**src/rtl/dmem_arb_pkg.sv**
```systemverilog
`default_nettype none
// ============================================================================
//  Module      : dmem_arb_pkg
//  Description : Shared types and constants for the data-memory arbiter.
//  Revision    : 1.0  initial release
// ============================================================================
package dmem_arb_pkg;

    // Which requester owned the most recent grant
    typedef enum logic {
        OWN_CPU = 1'b0,
        OWN_DMA = 1'b1
    } owner_e;

    // Byte address bits below this index select a byte within a word
    localparam int WORD_LSB       = 2;
    // Default backing-memory depth and its index width
    localparam int DEPTH_WORDS_DEF = 64;
    localparam int IDX_W           = $clog2(DEPTH_WORDS_DEF);

endpackage : dmem_arb_pkg
`default_nettype wire

```
**src/rtl/dmem_arb_resp_reg.sv**
```systemverilog
`default_nettype none
// ============================================================================
//  Module      : dmem_arb_resp_reg
//  Description : One-cycle registered response (rvalid/rdata/err) for a
//                single arbiter port.
//  Revision    : 1.0  initial release
// ============================================================================
module dmem_arb_resp_reg
    import dmem_arb_pkg::*;
#(
    parameter int DATA_W = 32
) (
    input  logic              clk,
    input  logic              reset,
    input  logic              gnt,
    input  logic              rd_ok,
    input  logic              in_range,
    input  logic [DATA_W-1:0] mem_rd,
    output logic              rvalid,
    output logic [DATA_W-1:0] rdata,
    output logic              err
);

    // Capture the grant-cycle outcome; writes and bad addresses return zero data
    always_ff @(posedge clk) begin
        if (reset) begin
            rvalid <= 1'b0;
            rdata  <= '0;
            err    <= 1'b0;
        end else begin
            rvalid <= gnt;
            rdata  <= (gnt && rd_ok) ? mem_rd : '0;
            err    <= gnt && !in_range;
        end
    end

endmodule : dmem_arb_resp_reg
`default_nettype wire

```
**src/rtl/dmem_arbiter.sv**
```systemverilog
`default_nettype none
// ============================================================================
//  Module      : dmem_arbiter
//  Description : Round-robin arbiter sharing a single-port data memory
//                between the CPU load/store port and the loader/DMA port.
//                One access per cycle, registered one-cycle response.
//                Optional macro DMEM_ARB_LOCK_EN adds cpu_lock/dma_lock and
//                a bounded lock counter (LOCK_MAX consecutive grants).
//  Revision    : 1.0  initial release
// ============================================================================
module dmem_arbiter
    import dmem_arb_pkg::*;
#(
    parameter int DATA_W      = 32,
    parameter int ADDR_W      = 32,
    parameter int DEPTH_WORDS = 64
`ifdef DMEM_ARB_LOCK_EN
   ,parameter int LOCK_MAX    = 16
`endif
) (
    input  logic              clk,
    input  logic              reset,
    input  logic              cpu_req,
    input  logic              cpu_we,
    input  logic [ADDR_W-1:0] cpu_addr,
    input  logic [DATA_W-1:0] cpu_wdata,
`ifdef DMEM_ARB_LOCK_EN
    input  logic              cpu_lock,
`endif
    output logic              cpu_gnt,
    output logic              cpu_rvalid,
    output logic [DATA_W-1:0] cpu_rdata,
    output logic              cpu_err,
    input  logic              dma_req,
    input  logic              dma_we,
    input  logic [ADDR_W-1:0] dma_addr,
    input  logic [DATA_W-1:0] dma_wdata,
`ifdef DMEM_ARB_LOCK_EN
    input  logic              dma_lock,
`endif
    output logic              dma_gnt,
    output logic              dma_rvalid,
    output logic [DATA_W-1:0] dma_rdata,
    output logic              dma_err,
    output logic              mem_we,
    output logic [ADDR_W-1:0] mem_a,
    output logic [DATA_W-1:0] mem_wd,
    input  logic [DATA_W-1:0] mem_rd
);

    localparam int                         c_WIDX_W = ADDR_W - WORD_LSB;
    localparam logic [c_WIDX_W-1:0]        c_DEPTH  = c_WIDX_W'(DEPTH_WORDS);

    owner_e r_last_owner;
    owner_e w_last_owner_nxt;
    logic   w_cpu_gnt;
    logic   w_dma_gnt;
    logic   w_cpu_in_range;
    logic   w_dma_in_range;
    logic   w_hold_cpu;
    logic   w_hold_dma;

    // Word index range check; the byte offset bits play no part
    assign w_cpu_in_range = (cpu_addr[ADDR_W-1:WORD_LSB] < c_DEPTH);
    assign w_dma_in_range = (dma_addr[ADDR_W-1:WORD_LSB] < c_DEPTH);

`ifdef DMEM_ARB_LOCK_EN
    localparam int                  c_CNT_W    = $clog2(LOCK_MAX + 1);
    localparam logic [c_CNT_W-1:0]  c_LOCK_MAX = c_CNT_W'(LOCK_MAX);

    logic [c_CNT_W-1:0] r_lock_cnt;
    logic [c_CNT_W-1:0] w_lock_cnt_nxt;
    logic               w_gnt_lock;
    logic               w_same_owner;

    // A lock only holds once the owner already has a locked grant in flight
    // and the budget is not exhausted
    always_comb begin
        w_hold_cpu = (r_last_owner == OWN_CPU) && cpu_req && cpu_lock &&
                     (r_lock_cnt != '0) && (r_lock_cnt < c_LOCK_MAX);
        w_hold_dma = (r_last_owner == OWN_DMA) && dma_req && dma_lock &&
                     (r_lock_cnt != '0) && (r_lock_cnt < c_LOCK_MAX);
    end

    // Count consecutive locked grants to one owner, saturating at LOCK_MAX
    always_comb begin
        w_gnt_lock     = (w_cpu_gnt && cpu_lock) || (w_dma_gnt && dma_lock);
        w_same_owner   = (w_cpu_gnt && (r_last_owner == OWN_CPU)) ||
                         (w_dma_gnt && (r_last_owner == OWN_DMA));
        w_lock_cnt_nxt = '0;
        if (w_gnt_lock) begin
            if (w_same_owner && (r_lock_cnt != '0)) begin
                w_lock_cnt_nxt = (r_lock_cnt == c_LOCK_MAX) ? r_lock_cnt
                                                            : r_lock_cnt + 1'b1;
            end else begin
                w_lock_cnt_nxt = c_CNT_W'(1);
            end
        end
    end

    // Lock counter register
    always_ff @(posedge clk) begin
        if (reset) begin
            r_lock_cnt <= '0;
        end else begin
            r_lock_cnt <= w_lock_cnt_nxt;
        end
    end
`else
    assign w_hold_cpu = 1'b0;
    assign w_hold_dma = 1'b0;
`endif

    // Owner state register; DMA at reset so the CPU wins the first tie
    always_ff @(posedge clk) begin
        if (reset) begin
            r_last_owner <= OWN_DMA;
        end else begin
            r_last_owner <= w_last_owner_nxt;
        end
    end

    // Grant decision (lock hold, then round-robin) and next owner
    always_comb begin
        w_cpu_gnt        = 1'b0;
        w_dma_gnt        = 1'b0;
        if (!reset) begin
            if (w_hold_cpu) begin
                w_cpu_gnt = 1'b1;
            end else if (w_hold_dma) begin
                w_dma_gnt = 1'b1;
            end else if (cpu_req && dma_req) begin
                w_cpu_gnt = (r_last_owner == OWN_DMA);
                w_dma_gnt = (r_last_owner == OWN_CPU);
            end else begin
                w_cpu_gnt = cpu_req;
                w_dma_gnt = dma_req;
            end
        end
        w_last_owner_nxt = r_last_owner;
        if (w_cpu_gnt) begin
            w_last_owner_nxt = OWN_CPU;
        end else if (w_dma_gnt) begin
            w_last_owner_nxt = OWN_DMA;
        end
    end

    // Memory-side mux; out-of-range writes are suppressed here
    always_comb begin
        mem_we = 1'b0;
        mem_a  = '0;
        mem_wd = '0;
        if (w_cpu_gnt) begin
            mem_we = cpu_we && w_cpu_in_range;
            mem_a  = cpu_addr;
            mem_wd = cpu_wdata;
        end else if (w_dma_gnt) begin
            mem_we = dma_we && w_dma_in_range;
            mem_a  = dma_addr;
            mem_wd = dma_wdata;
        end
    end

    assign cpu_gnt = w_cpu_gnt;
    assign dma_gnt = w_dma_gnt;

    dmem_arb_resp_reg #(
        .DATA_W (DATA_W)
    ) u_cpu_resp (
        .clk      (clk),
        .reset    (reset),
        .gnt      (w_cpu_gnt),
        .rd_ok    (!cpu_we && w_cpu_in_range),
        .in_range (w_cpu_in_range),
        .mem_rd   (mem_rd),
        .rvalid   (cpu_rvalid),
        .rdata    (cpu_rdata),
        .err      (cpu_err)
    );

    dmem_arb_resp_reg #(
        .DATA_W (DATA_W)
    ) u_dma_resp (
        .clk      (clk),
        .reset    (reset),
        .gnt      (w_dma_gnt),
        .rd_ok    (!dma_we && w_dma_in_range),
        .in_range (w_dma_in_range),
        .mem_rd   (mem_rd),
        .rvalid   (dma_rvalid),
        .rdata    (dma_rdata),
        .err      (dma_err)
    );

endmodule : dmem_arbiter
`default_nettype wire

```
**config.mk**
```make
export PLATFORM = sky130hd
export DESIGN_NAME = dmem_arbiter
export DESIGN_NICKNAME = d
export VERILOG_FILES = /design/src/rtl/dmem_arb_pkg.sv /design/src/rtl/dmem_arb_resp_reg.sv /design/src/rtl/dmem_arbiter.sv
export SDC_FILE = /design/constraint.sdc
export NUM_CORES = 1
export LEC_CHECK = 0
export ABC_AREA = 1
export CORE_AREA = 2 2 117 119
export CTS_CLUSTER_SIZE = 20
export DETAILED_ROUTE_END_ITERATION = 10
export DIE_AREA = 0 0 119 121
export HOLD_SLACK_MARGIN = 0.06
export PLACE_DENSITY = 0.67
export RECOVER_POWER = 50
export REMOVE_ABC_BUFFERS = 1
export SLEW_MARGIN = 15
export SYNTH_ARGS = -nofsm -noshare
export SYNTH_HDL_FRONTEND = slang
export SYNTH_HIERARCHICAL = 1
export SYNTH_SLANG_ARGS = --single-unit
```
**constraint.sdc**
```tcl
create_clock -name clk -period 3 [get_ports clk]
set_input_delay 0.3 -clock clk [delete_from_list [all_inputs] [get_ports clk]]
set_output_delay 0.3 -clock clk [all_outputs]
set_load 0.1 [all_outputs]
```
* After elaboration in Yosys (flattened, before gate mapping)
Cells that the tools add are included.
Operators by class: muxes and demuxes 12, bitwise operators 3, magnitude comparators 2, reductions and logical operators 16
Operators by type and width (count):
- $mux 32 | 4
- $lt 30x7->1 const B | 2
- $logic_and 1x1->1 | 9
- $mux 1 | 8
- $logic_not 1->1 | 4
- $reduce_or 2->1 | 2
- $not 1->1 | 3
- $reduce_bool 2->1 | 1
Word-level totals: input port bits 166, bits in registers 69, word-level logic and storage cells 40, output and inout port bits 135

* Logic depth before layout (Yosys ltp)
word-level depth 6, gate-level depth with buffers 8, gate-level depth less buffers 7

* Modules after synthesis
The synthesis kept the hierarchy.
By module, submodules not included:
- dmem_arb_resp_reg | cells an instance 106, area an instance 1063.5 sq um, sequential area each 680.7 sq um, instances 2
- dmem_arbiter | cells an instance 175, area an instance 1048.5 sq um, sequential area each 20.0 sq um, instances 1

* Worst setup path after synthesis
No wires, ideal clock.
kind input -> output, from input cpu_req, to output mem_a[24], cell stages on the path 4, arrival time 2639 ps, buffers on the path 0, setup slack 61 ps, data required time 2700 ps, path through inv_1 > nor2_2 > nand2_4 > o21ai_0
Between the ends: longest elaborated chain between the ends 5, elaborated cells on any way between the ends 7, classes of those cells mux: 6; reduce/logical: 1
RTL lines:
- start, declared | line dmem_arbiter.sv:23 | input logic cpu_req,
- $logic_and 1x1->1 | line dmem_arbiter.sv:132 | end else if (cpu_req && dma_req) begin
- $mux 1 | line dmem_arbiter.sv:132
- $mux 1 | line dmem_arbiter.sv:127 | if (!reset) begin
- $mux 32 | line dmem_arbiter.sv:157 | end else if (w_dma_gnt) begin
- $mux 32 * | line dmem_arbiter.sv:153 | if (w_cpu_gnt) begin
- end, declared | line dmem_arbiter.sv:46 | output logic [ADDR_W-1:0] mem_a,
Mark *: on every way between the ends. The rest lies on a longest branch, timed or not.

* Worst setup path after layout
from input reset, to output mem_a[7]
Between the ends: longest elaborated chain between the ends 3, elaborated cells on any way between the ends 4, classes of those cells mux: 4
RTL lines:
- start, declared | line dmem_arbiter.sv:22 | input logic reset,
- $mux 1 | line dmem_arbiter.sv:127
- $mux 32 | line dmem_arbiter.sv:157
- $mux 32 * | line dmem_arbiter.sv:153
Marks and branches as above.

==> metrics.yaml <==
floorplan:
  die_h_microns: 121
  die_w_microns: 119
  start_util: 0.243
  io_pins: 301
  row_count: 42
  core_area_sq_mm: 0.0131
  die-area_sq_mm: 0.0144
synth:
  synth_area_leaders: "dfxtp_1 (43%), a22o_1 (13%), nor2_2 (12%)"
  synth_seq_area_share: 0.435
  yosysTopAreaCell: "dfxtp_1"
  netlist_area_sq_mm: 0.00318
  synth_top_area_frac: 0.435
  ys_types: 19
  synth_warnings: 6
  synth.most_common_cell: "inv_1"
  syn_inst: 387
  synth_common_cells: "inv_1 (80), dfxtp_1 (69), nor2_2 (61), nand2_1 (48), a22o_1 (46)"
  synth-seq-cells: 69
  syn_avg_cell_area_sq_um: 8.21
  synth_edf_count: 0
  async_reset_ff_frac: 0
  synth_ff_type: "dfxtp_1"
timing:
  period_needed_ns: 2.56
  hold_viol: 0
  fin_worst_skew_ns: 0.00399
  rsz0062_at_grt: "false"
  fin_crit_sh: 0.852
  finalSetupTns_ns: 0
  max_freq_mhz: 391
  worst_pin_slew_ns: 1.23
  max_slew_margin: 0.183
  whs_ns: 0.517
  setup_violations: 0
  finalMaxSlewViolations: 0
  finalWorstSetupSlack_ns: 0.443
power_and_ir_drop:
  total_power_w: 0.00314
  peakVddDrop_mv: 0.209
  power.density_mw_per_mm2: 442
  p_leak_nw: 3.29
placement:
  portBuffers: 300
  hpwlAfterDp_mm: 11.2
  routabilityCongestion: 0.890
  dp_slack_ns: 0.509
job:
  maxCapViolCount: 0
cells_and_area:
  drive_above_1_share: 0.226
  nFillCells: 1143
  nets: 851
  area_growth_pct: 124
  multi_input_area_sq_mm: 0.00126
  diodes: 0
  seq_area_sq_mm: 0.00138
cts:
  clock_sinks: 69
  cts_buffers: 9
  cts_buffer_depth: 2
  clk_pin_slew_ns: 0.05
  holdBufCountCts: 0
  cts_root_buf: "clkbuf_16"
  cts_tree: "done"
  htree_levels: 3
  clkLatencyLatePin_ns: 0.33
  cts.repair.resized: 0
  postCtsSetupRepairBufs: 0
hold_path:
  hold_class: "in2reg"
  hold_path_depth: 3
outcome:
  status: "finished clean"
setup_path:
  start_kind: "input port"
  cp.buffers_inverters: 5
  criticalPathCategory: "in2out"
  cp_slowest_cell: "dlygate4sd3_1"
  slowest_delay_ns: 0.66
  required_ns: 2.70
  arrival_ns: 2.26
  crit_path_frequent_cell: "buf_12"
  critPathCaptureType: "output pin"
  crit_chain: "dlygate4sd3_1 > inv_1 > nand3_4 > inv_4 > buf_12 > a22o_1 > buf_12"
  worstRegToRegCells: 5
  crit_family: "buffers and inverters"
  worst-path-max-fanout: 33
  crit_cells: 7
drt:
  drc: 0
  viasPerCell: 4.10
  routed_wl_mm: 13.1
  vias: 3550
  wl_per_cell_microns: 15.1
  firstDrtPassIters: 4
  drt_iter0_drc: 132
  ant_nets: 0
grt:
  track_usage: 0.178
  globalRouteOverflowTotal: 0
  grt_pass1_vias: 3592
  antenna_found_initial: 0
  grt_pass1_wl_mm: 19.2
  grt_max_degree: 36
[registers in the layout, summed over array words and instances, names as in the netlist]
register,flops
r_last_owner,1
u_cpu_resp/err,1
u_cpu_resp/rdata,32
u_cpu_resp/rvalid,1
u_dma_resp/err,1
u_dma_resp/rdata,32
u_dma_resp/rvalid,1
[metal layers]
metal,global-route usage,up-vias,share of wire
li1,-,1784,-
met1,0.172,1533,0.35
met2,0.327,200,0.52
met3,0.0644,33,0.085
met4,0.0990,0,0.050
met5,0,-,0
[worst register-to-register path, delay by kind of cell (launching register included)]
kind | cells | cell delay, ns
simple gates | 4 | 1.40
flops | 1 | 0.31
buf+inv | 1 | 0.31
[placed cells by master (no fill, tap or decap), drive strengths merged]
master | synthesis | layout
nand3 | 9 | 9
o21ai | 8 | 8
o211ai | 1 | 1
a22o | 46 | 46
bufinv | 0 | 2
nor2 | 97 | 97
nand2 | 50 | 50
nand4 | 2 | 2
clkdlybuf4s50 | 0 | 164
clkbuf | 0 | 27
dfxtp | 69 | 69
inv | 85 | 85
nor3 | 2 | 2
buf | 18 | 71
dlygate4sd3 | 0 | 53
clkinv | 0 | 4
[layout make-up]
type | count | share of cell area
inverters | 85 | 0.0456
repair buffers | 305 | 0.506
multi-input cells | 215 | 0.178
well taps | 176 | 0.0310
clock inverters | 6 | 0.0123
flip-flops and latches | 69 | 0.195
clock buffers | 10 | 0.0322
[logic make-up after synthesis]
kind of cell,count (synthesis),share of synthesized area
buf+inv,103,0.164
flops,69,0.435
compound gates,55,0.143
simple gates,160,0.258
[worst paths after layout]
| kind | end | slack [ns] | startpoint |
|---|---|---|---|
| hold reg to reg | r_last_owner | 0.54 | r_last_owner |
| hold / removal | u_dma_resp/rdata[7] | 0.52 | mem_rd[7] |
| setup / recovery | mem_a[7] | 0.44 | reset |
| setup reg to reg | u_dma_resp/rdata[31] | 0.88 | r_last_owner |
[power by group]
part / switching (W) / total (W) / internal (W)
clock network: 0.000376 / 0.00110 / 0.000726
logic: 0.000654 / 0.00112 / 0.000463
registers: 0.000000861 / 0.000921 / 0.000920
[stage by stage]
step | util | area, sq um | std cells
final | 0.543 | 7100 | 866
after global placement | 0.525 | 6870 | 850
after CTS | 0.549 | 7190 | 866
after floorplan | - | 2980 | 369
after detailed placement | 0.525 | 6870 | 850
after global routing | 0.543 | 7100 | 866
(Power assumes the default switching activity.)
==> edit 1: new RTL, same settings <==
Change the parameter `ADDR_W` from 32 to 28.
--- a/src/rtl/dmem_arbiter.sv
+++ b/src/rtl/dmem_arbiter.sv
@@ -14,3 +14,3 @@
     parameter int DATA_W      = 32,
-    parameter int ADDR_W      = 32,
+    parameter int ADDR_W      = 28,
     parameter int DEPTH_WORDS = 64
Interface: changed (resized cpu_addr, dma_addr and mem_a); port bits go from 301 to 289. No check against the original RTL was run, so the function may have changed too.
==> edit 1 against the original RTL <==
Wire length is 4.5% lower; setup slack worse by 0.11 ns; sequential power hardly changed; synthesized area is 2.8% lower; power is 5.6% lower; sequential share of layout area is 0.99 points higher; final area is 4.9% lower; sequential cell count stayed put.
==> edit 1: results <==
run_status:
  outcome: "completed"
cells_and_area:
  reg_top3: "u_cpu_resp/rdata x32, u_dma_resp/rdata x32"
  final_nets: 805
  drive_gt1_share_pct: 21.20
  instances_no_fill: 828
grt:
  use_met1_pct: 16.09
  grt.met2_usage_pct: 31.65
  gr-usage-all-layers_pct: 16.67
  grt_pass1_wl_um: 18220
  grt_max_degree: 58
  grt_pass1_vias: 3482
  grt_util_met3_pct: 6.438
  antenna_found_initial: 1
  overflow: 0
place:
  hpwlAfterDp_um: 10610
  io_buffer_count: 288
  place_area_mm2: 0.006584
  place_congestion: 0.8732
  dp_slack_ns: 0.3999
synth:
  synth_top_cells_by_count: "86 x inv_1, 69 x dfxtp_1, 61 x nor2_2"
  synthCells: 364
  async_flop_share_pct: 0
  ys_types: 22
  yosys_warnings: 6
  yosys-top-cells-area: "dfxtp_1 45%, nor2_2 12%, a22o_1 12%"
  seq_area_frac_synth_pct: 44.73
  synthFlopType: "dfxtp_1"
sta:
  fin_skew_ns: 0.006463
  whs_ns: 0.5289
  worst_pin_slew_ns: 1.335
  finalCritPeriodShare_pct: 88.80
pwr:
  p_leak_nw: 3.135
  ir_drop_mv: 0.2277
clocking:
  cts_setup_buffers: 0
  cts_buffers: 9
  clkLatencyLatePin_ns: 0.32
  cts_buffer_depth: 2
  cts-root-buf: "clkbuf_16"
  h-tree-depth: 3
  ctsResizeCount: 0
  clk_pin_slew_worst_paths_ns: 0.06
worst_setup_path:
  cp.arrival_ns: 2.36
  cp_max_fo: 57
  r2r_slack_ns: 1.03
routing:
  firstDrtPassIters: 4
  viasPerCell: 4.041
  drtIter0Drc: 129
  routed_wl_um: 12480
min_path:
  hold_path_class: "in -> reg"
-- edit 1: critical path, stage by stage --
cell	delay, ns
dlygate4sd3_1	0.65
inv_1	0.16
nand3_4	0.15
inv_4	0.46
a22o_1	0.36
buf_12	0.21
-- edit 1: report_power, final --
| part | switching (W) | leakage, nW | total [W] | internal, W |
|---|---|---|---|---|
| sequential | 0.00000108 | 0.556 | 0.000921 | 0.000920 |
| clock | 0.000365 | 0.138 | 0.00100 | 0.000637 |
| combinational | 0.000612 | 2.44 | 0.00104 | 0.000429 |
| total | 0.000978 | 3.14 | 0.00296 | 0.00199 |
-- edit 1: path summary, 6_finish.rpt --
path,from,endpoint,cells after the start
hold / removal,mem_rd[27],u_cpu_resp/rdata[27]$_SDFF_PP0_,3
hold reg to reg,r_last_owner$_SDFFE_PP1P_,r_last_owner$_SDFFE_PP1P_,2
setup / recovery,reset,mem_a[7],6
setup reg to reg,r_last_owner$_SDFFE_PP1P_,u_dma_resp/rdata[27]$_SDFF_PP0_,5
-- edit 1: area by class of cell --
class / count / area [um2]
Timing Repair Buffer: 288 / 3368
Antenna cell: 1 / 2.502
Clock inverter: 6 / 63.81
Multi-Input combinational cell: 188 / 1145
Sequential cell: 69 / 1381
Inverter: 91 / 349.1
Tap cell: 176 / 220.2
Clock buffer: 9 / 225.2
Fill cell: 1194 / 6330
-- edit 1: kinds of logic after synthesis --
logic type,count (synthesis),synth area share [%]
simple gates,127,22.49
buf+inv,107,16.90
flops,69,44.73
compound gates,61,15.88
-- edit 1: metal layers --
metal	wire [um]	up-vias
li1	-	1692
met1	4107	1462
met2	6823	172
met3	1206	20
met4	345	0
met5	0	-
==> edit 2: new RTL, config.mk and constraints unchanged <==
Made on the original files. Put a register stage on the output `dma_err`. The value now appears one clock later. The other outputs are not delayed to match.
--- a/src/rtl/dmem_arbiter.sv
+++ b/src/rtl/dmem_arbiter.sv
@@ -53,2 +53,4 @@
 
+    logic dma_err_d;
+
     owner_e r_last_owner;
@@ -191,4 +193,8 @@
         .rdata    (dma_rdata),
-        .err      (dma_err)
+        .err      (dma_err_d)
     );
+
+    always_ff @(posedge clk) begin
+        dma_err <= dma_err_d;
+    end
 
Function: changed (a bounded check fails within 4 cycles, from zero or initial values and one cycle with reset high).
==> edit 2 against the original RTL <==
Wire length is 11% higher; sequential cell count is 1 higher; largest power group unchanged; setup slack worse by 0.034 ns; synthesized area is 0.63% higher; critical endpoint is now mem_a[15]; non-clock buffer count is 2 lower; final area is 0.74% higher; core utilization is 0.40 points higher; power is 1.3% lower.
==> edit 2: results <==
run_status:
  outcome: "completed"
grt:
  grt_max_degree: 39
  antenna_found_initial: 1
  grt_pass1_wl_um: 20870
  gr-usage-all-layers_pct: 19.57
  grt_pass1_vias: 3610
synth:
  synth_top_cells_by_count: "80 x inv_1, 70 x dfxtp_1, 61 x nor2_2"
  seq_area_frac_synth_pct: 43.85
  async_flop_share_pct: 0
  synthCells: 388
  yosys-top-cells-area: "dfxtp_1 44%, a22o_1 13%, nor2_2 12%"
  synth_largest_area_cell: "dfxtp_1"
cells_and_area:
  drive_gt1_share_pct: 22.64
  instances_no_fill: 865
  antenna_cells: 0
place:
  hpwlAfterDp_um: 12570
  io_buffer_count: 300
  numPlacedInstances: 849
  place_congestion: 0.8908
min_path:
  whs_path_depth: 0
  hold_path_class: "reg -> reg"
  worst_hold_startpoint: "u_dma_resp/err$_SDFF_PP0_"
worst_setup_path:
  slowest_delay_ns: 0.68
  r2r_slack_ns: 0.84
  cp_max_fo: 28
  reg2reg_to: "u_cpu_resp/rdata[4]$_SDFF_PP0_"
  critPathCapture: "mem_a[15]"
  reg2reg_depth: 6
clocking:
  cts_buffer_depth: 2
  ctsResizeCount: 0
  h-tree-depth: 3
  clkLatencyLatePin_ns: 0.32
routing:
  firstDrtPassIters: 6
  routed_wl_um: 14540
  drtIter0Drc: 151
  viasPerCell: 4.173
sta:
  maxSlewHeadroom_pct: 18.16
  fin_skew_ns: 0.004937
pwr:
  p_leak_nw: 3.331
  ir_drop_mv: 0.3202
[edit 2: changes by cell type in the layout (fill, tap and decap cells not counted), sizes merged]
cell,unedited run,this run
buf,71,68
bufinv,2,1
clkbuf,27,18
clkinv,4,3
clkinvlp,0,2
dfxtp,69,70
dlygate4sd3,53,62
inv,85,86
[edit 2: final cells by class]
cell class                 instances  area [um2]
multi-input combinational        215        1262
inverter                          85       324.1
timing repair buffer             303        3647
fill                            1188        5932
tap                              176       220.2
sequential                        70        1401
clock buffer                       9       225.2
clock inverter                     7       72.57
[edit 2: metrics by stage]
stage | total power [W] | cell area (um2) | hold WS [ns] | utilization, % | setup slack [ns]
floorplan | 0.001522 | 3000 | 0.3096 | - | 0.06094
global placement | 0.002087 | 6924 | 0.3159 | 52.92 | 0.4476
detailed placement | 0.002090 | 6924 | 0.3172 | 52.92 | 0.4040
CTS | 0.003138 | 7222 | 0.3296 | 55.19 | 0.4935
global route | 0.003203 | 7153 | 0.3429 | 54.67 | 0.2063
finish | 0.003097 | 7153 | 0.3267 | 54.67 | 0.4092
[edit 2: cell families (layout without fill, tap and decap cells)]
logic type             Yosys count  in the layout  share of synthesized area (%)
AOI/OAI and AO/OA               55             55                          14.25
and+or+nand+nor                160            160                          25.65
buffers and inverters          103            404                          16.25
DFF                             70             70                          43.85
[edit 2: layer usage]
metal / up-vias / GRT usage [%] / part of all wire, %
li1: 1786 / - / -
met1: 1606 / 21.27 / 37
met2: 196 / 35.88 / 52
met3: 20 / 6.579 / 8.8
met4: 2 / 5.952 / 1.7
met5: - / 0 / 0.12
[edit 2: power breakdown]
group          internal [W]  switching [W]  leakage [nW]
clock              0.000644       0.000394         0.142
sequential         0.000933     0.00000109         0.564
combinational      0.000464       0.000662          2.63
total               0.00204        0.00106          3.33
[edit 2: how the worst min path moves through the flow]
stage	end	slack (ns)
6_report	dma_err$_DFF_P_	0.33
5_1_grt	dma_err$_DFF_P_	0.34
3_3_place_gp	dma_err$_DFF_P_	0.32
4_1_cts	dma_err$_DFF_P_	0.33
2_1_floorplan	dma_err$_DFF_P_	0.31
3_5_place_dp	dma_err$_DFF_P_	0.32
[edit 2: critical path: cells and delay by family]
| kind | cells | cell delay [ns] |
|---|---|---|
| simple gates | 2 | 0.34 |
| buf+inv | 4 | 1.42 |
| compound gates | 1 | 0.21 |
